## src/rtl/control_unit.sv

```systemverilog
// control_unit: instruction-sequencing FSM for the 16-bit processor.
// Holds the instruction register, steps the program counter and issues a
// Moore control word per state to data memory, register file and ALU.
module control_unit (
    input  logic        Clock,
    input  logic        Clear,
    input  logic [15:0] ROM_data,
    output logic        PC_clr,
    output logic        PC_up,
    output logic [15:0] IR,
    output logic [7:0]  D_addr,
    output logic        D_wr,
    output logic        RF_s,
    output logic [3:0]  RF_W_addr,
    output logic        RF_W_en,
    output logic [3:0]  RF_Ra_addr,
    output logic [3:0]  RF_Rb_addr,
    output logic [2:0]  ALU_s0,
    output logic [3:0]  State
);

    typedef enum logic [3:0] {
        S_INIT   = 4'd0,
        S_FETCH  = 4'd1,
        S_DECODE = 4'd2,
        S_NOOP   = 4'd3,
        S_LOAD_A = 4'd4,
        S_LOAD_B = 4'd5,
        S_STORE  = 4'd6,
        S_ADD    = 4'd7,
        S_SUB    = 4'd8,
        S_HALT   = 4'd9
    } state_t;

    localparam logic [3:0] OP_NOOP  = 4'b0000;
    localparam logic [3:0] OP_STORE = 4'b0001;
    localparam logic [3:0] OP_LOAD  = 4'b0010;
    localparam logic [3:0] OP_ADD   = 4'b0011;
    localparam logic [3:0] OP_SUB   = 4'b0100;
    localparam logic [3:0] OP_HALT  = 4'b0101;

    state_t state;
    state_t next_state;

    // State register; Clear wins over every transition.
    // NOTE: state is updated with <= so every flop samples pre-edge values;
    // Clear is tested inside the clocked block, making the reset synchronous.
    always_ff @(posedge Clock) begin
        if (Clear) state <= S_INIT;
        else       state <= next_state;
    end

    // Instruction register: captures the ROM word on the edge leaving Fetch.
    always_ff @(posedge Clock) begin
        if (Clear)                 IR <= 16'h0000;
        else if (state == S_FETCH) IR <= ROM_data;
    end

    // Next-state logic; Decode dispatches on the already-latched opcode.
    always_comb begin
        next_state = state;
        unique case (state)
            S_INIT:   next_state = S_FETCH;
            S_FETCH:  next_state = S_DECODE;
            S_DECODE: begin
                case (IR[15:12])
                    OP_NOOP:  next_state = S_NOOP;
                    OP_STORE: next_state = S_STORE;
                    OP_LOAD:  next_state = S_LOAD_A;
                    OP_ADD:   next_state = S_ADD;
                    OP_SUB:   next_state = S_SUB;
                    OP_HALT:  next_state = S_HALT;
                    default:  next_state = S_NOOP;
                endcase
            end
            S_LOAD_A: next_state = S_LOAD_B;
            S_LOAD_B: next_state = S_FETCH;
            S_NOOP:   next_state = S_FETCH;
            S_STORE:  next_state = S_FETCH;
            S_ADD:    next_state = S_FETCH;
            S_SUB:    next_state = S_FETCH;
            S_HALT:   next_state = S_HALT;
            default:  next_state = S_INIT;
        endcase
    end

    // Moore control word decoded from state and IR fields.
    // NOTE: every output gets a zero default first, so no path leaves one
    // unassigned and no latch is inferred.
    always_comb begin
        PC_clr     = 1'b0;
        PC_up      = 1'b0;
        D_addr     = 8'h00;
        D_wr       = 1'b0;
        RF_s       = 1'b0;
        RF_W_addr  = 4'h0;
        RF_W_en    = 1'b0;
        RF_Ra_addr = 4'h0;
        RF_Rb_addr = 4'h0;
        ALU_s0     = 3'd0;
        case (state)
            S_INIT:  PC_clr = 1'b1;
            S_FETCH: PC_up  = 1'b1;
            S_LOAD_A, S_LOAD_B: begin
                D_addr    = IR[11:4];
                RF_s      = 1'b1;
                RF_W_addr = IR[3:0];
                // Write back only once the synchronous memory read has landed.
                RF_W_en   = (state == S_LOAD_B);
            end
            S_STORE: begin
                D_addr     = IR[7:0];
                RF_Ra_addr = IR[11:8];
                D_wr       = 1'b1;
            end
            S_ADD, S_SUB: begin
                RF_Ra_addr = IR[11:8];
                RF_Rb_addr = IR[7:4];
                RF_W_addr  = IR[3:0];
                RF_W_en    = 1'b1;
                ALU_s0     = (state == S_ADD) ? 3'd1 : 3'd2;
            end
            default: ;
        endcase
    end

    assign State = state;

endmodule

```

## config.mk

```make
export PLATFORM = sky130hd
export DESIGN_NAME = control_unit
export DESIGN_NICKNAME = d
export VERILOG_FILES = /design/src/rtl/control_unit.sv
export SDC_FILE = /design/constraint.sdc
export NUM_CORES = 1
export LEC_CHECK = 0
export ABC_AREA = 1
export CORE_UTILIZATION = 30
export DETAILED_ROUTE_END_ITERATION = 8
export HOLD_SLACK_MARGIN = 0.06
export PLACE_DENSITY = 0.67
export SLEW_MARGIN = 25
export SYNTH_ARGS = -nofsm -noshare
export SYNTH_HDL_FRONTEND = slang
export SYNTH_SLANG_ARGS = --single-unit
```

## constraint.sdc

```tcl
create_clock -name Clock -period 1.47 [get_ports Clock]
set_input_delay 0.441 -clock Clock [delete_from_list [all_inputs] [get_ports Clock]]
set_output_delay 0.441 -clock Clock [all_outputs]
set_load 0.02 [all_outputs]
```

==> summary.txt <==
Power
  • PD cells: 1270 nW/um2
  • Maximum resistive drop on vdd: 809 uV
  • Cell leakage power: 1.12 nW

Routing
  • Antenna Nets Post-Route: 0
  • Met2 wire len: 1.83 mm
  • Highest layer used for signal routing: met4
  • Routed via count: 1,398
  • Drt pass-1 iters: 4
  • Metal3 WL: 62 um
  • Violation count after the first detailed-route iteration: 24
  • Post-route DRC: 0
  • Routed met1 length: 1.65 mm
  • Detailed Route WL: 3.58 mm
  • Avg Vias per Cell: 4.47
  • DR WL/cell: 11.4 um

Worst setup path
  • Crit. End Element: primary output
  • Sort of element at the start of the critical path: flip-flop
  • Max Fanout on Critical Path: 4
  • Type of the worst setup path: reg -> out
  • Required arrival time at the worst endpoint: 1.03 ns
  • Worst R2R Start: State[0]
  • Crit path launch: State[2]
  • Data arrival, critical path: 1.47 ns

Finish
  • Share of final-layout standard cells stronger than drive strength 1: 57.3%
  • Number of antenna repair diodes: 0
  • Number of cells in the finished layout apart from fillers: 313
  • Area growth from synthesis to layout: 118%
  • Final Cell Area: 2410 um2
  • Post-layout nets: 286

Yosys
  • Post-synth EDFFs: 0
  • Cell types occupying the most area after synthesis: sky130_fd_sc_hd__dfxtp_1 (36%), sky130_fd_sc_hd__nand2_1 (16%), sky130_fd_sc_hd__a211oi_2 (9.0%)
  • Sequential element share of the synthesized area: 36.1%
  • Area share of the leading cell type in the synthesized netlist: 36.1%
  • Register bit total from synthesis: 20
  • Top FF cell, synth: sky130_fd_sc_hd__dfxtp_1
  • Share of async-settable or async-resettable flops after synthesis: 0%
  • Post-synthesis cell type with the largest combined area: sky130_fd_sc_hd__dfxtp_1
  • Number of distinct library cell variants in the gate-level netlist after synthesis: 19
  • Area of the mapped netlist: 1110 um2
  • Post-Synthesis Mean Instance Area: 6.89 um2
  • Net count of the mapped netlist: 179
  • Synth warnings: 0
  • Number of cells produced by synthesis: 161

Timing
  • Final setup margin: -0.443 ns
  • Clock skew after layout: 0.00623 ns
  • Minimum hold slack: 0.507 ns
  • Ratio of final minimum period to clock period: 130%
  • Setup-failing EPs final: 27
  • Final Hold Violating Endpoints: 0
  • Final Critical Period: 1.91 ns
  • FMAX: 523 MHz
  • Unrepaired setup endpoints after global routing: true
  • Final Slew Violations: 0

Global routing
  • Global-route wire length before repair: 5.87 mm
  • Overall overflow remaining after global route: 0
  • Initial antenna violation count: 0
  • Global-route usage over all layers: 18.7%
  • Maximum number of pins on one net before global-route repair: 27
  • Via count of the first global-routing pass: 1,291

Place
  • Routability congestion estimate from global placement: 0.765
  • Setup slack after placement: -0.622 ns
  • Number of cells in the design after placement: 299
  • Estimated wirelength of the detail-placed design: 2.60 mm
  • Port Buffers: 64
  • Placed Instance Area: 2160 um2

Hold path
  • Startpoint of the worst hold path: IR[10]
  • Hold/Removal Path Class: reg -> reg

Clock tree
  • Clock-pin transition on the worst setup and hold timing paths: 0.08 ns
  • Root Buffer Master: sky130_fd_sc_hd__clkbuf_8
  • Number of H-tree branching levels: 1
  • Max Buffers Root-to-Sink: 2
  • TritonCTS clock tree: built
  • Worst-Skew Late Latency: 0.26 ns
  • CTS sink count: 20
  • Num CTS Buffers: 3

Outcome
  • Status: complete, but fails checks
  • Violated checks: setup timing

Run
  • Maxcap violations: 0

Floorplanning
  • Placement row count: 21
  • Core box area: 3440 um2
  • Starting density of the core: 32.2%
  • Vert. Die Dim: 62.8 um
  • I/O pin cnt: 66
  • Die Footprint: 3940 um2
  • Horizontal extent of the die: 62.8 um
## kinds of logic (layout without fill, tap and decap cells)
| logic type | Yosys count | after routing | share of synthesized area [%] |
|---|---|---|---|
| flops | 20 | 20 | 36.1 |
| compound gates | 35 | 35 | 21.3 |
| other cells | 1 | 1 | 0.338 |
| simple gates | 74 | 74 | 30.0 |
| buf+inv | 31 | 137 | 12.2 |
## placed cells by master (no fill, tap or decap), types with 7 or more instances in the layout
cell	instances
sky130_fd_sc_hd__inv_1	9
sky130_fd_sc_hd__clkdlybuf4s50_1	17
sky130_fd_sc_hd__o21ai_2	8
sky130_fd_sc_hd__inv_2	11
sky130_fd_sc_hd__nand2_1	33
sky130_fd_sc_hd__a21oi_1	11
sky130_fd_sc_hd__dfxtp_1	10
sky130_fd_sc_hd__dfxtp_2	7
sky130_fd_sc_hd__buf_4	37
sky130_fd_sc_hd__buf_6	32
sky130_fd_sc_hd__nand2_2	12
sky130_fd_sc_hd__nor2_1	15
sky130_fd_sc_hd__a211oi_2	8
## worst max-delay path, cell delays in order, from the launching register on
cell	delay, ns
sky130_fd_sc_hd__dfxtp_4	0.38
sky130_fd_sc_hd__inv_4	0.04
sky130_fd_sc_hd__nor2_4	0.19
sky130_fd_sc_hd__nand3_4	0.16
sky130_fd_sc_hd__buf_12	0.17
sky130_fd_sc_hd__a21oi_4	0.14
sky130_fd_sc_hd__buf_6	0.13
## metal layers
layer / GRT usage [%] / vias to the layer above
met5: 0 / -
met3: 0.547 / 2
met4: 6.98 / 0
met1: 24.3 / 637
li1: - / 731
met2: 32.5 / 28
## metrics by stage
step / utilization, % / TNS, ns / power (mW)
global route: 70.2 / -11.42 / 3.28
finish: 70.2 / -9.50 / 3.06
detailed placement: 62.7 / -14.90 / 2.62
CTS: 68.0 / -9.46 / 3.03
floorplan: - / -1.10 / 1.78
global placement: 62.7 / -14.45 / 2.62
## area by class of cell
type | instances | area, um2
Clock buffer | 4 | 55.1
Fill cell | 299 | 1030
Inverter | 26 | 118
Multi-Input combinational cell | 110 | 741
Sequential cell | 20 | 420
Tap cell | 46 | 57.6
Timing Repair Buffer | 107 | 1020
## path summary, 6_finish.rpt
| check | to | slack, ns | cells after the start |
|---|---|---|---|
| worst max register to register | IR[12] | 0.16 | 7 |
| worst max-delay path | RF_Rb_addr[2] | -0.44 | 6 |
| worst min-delay path | IR[10] | 0.51 | 2 |
| worst min register to register | IR[10] | 0.51 | 2 |
## sequential cells by signal (all words and copies together), names as in the netlist
register and cells:
IR 16, State 4
## what timing repair did
| item | 4_1_cts | 5_1_grt |
|---|---|---|
| pin swaps | 7 | 7 |
| gates resized for setup | 218 | 28 |
| hold buffers | 0 | 0 |
| setup endpoints to repair | 47 | 39 |
| setup buffers | 5 | 5 |
## power breakdown
part	internal [mW]	switching, mW	total, mW
clock	0.238	0.184	0.422
sequential	0.707	0.132	0.839
combinational	0.797	1.00	1.80
## synth_stat cells (3+ instances only)
master	number
sky130_fd_sc_hd__nor2_1	16
sky130_fd_sc_hd__inv_2	4
sky130_fd_sc_hd__dfxtp_1	20
sky130_fd_sc_hd__inv_1	21
sky130_fd_sc_hd__a211oi_2	8
sky130_fd_sc_hd__nand2_1	46
sky130_fd_sc_hd__nand3_1	6
sky130_fd_sc_hd__nand3_2	3
sky130_fd_sc_hd__o21ai_0	10
sky130_fd_sc_hd__a21oi_1	15
No activity file was read; power rests on OpenSTA's default activity.
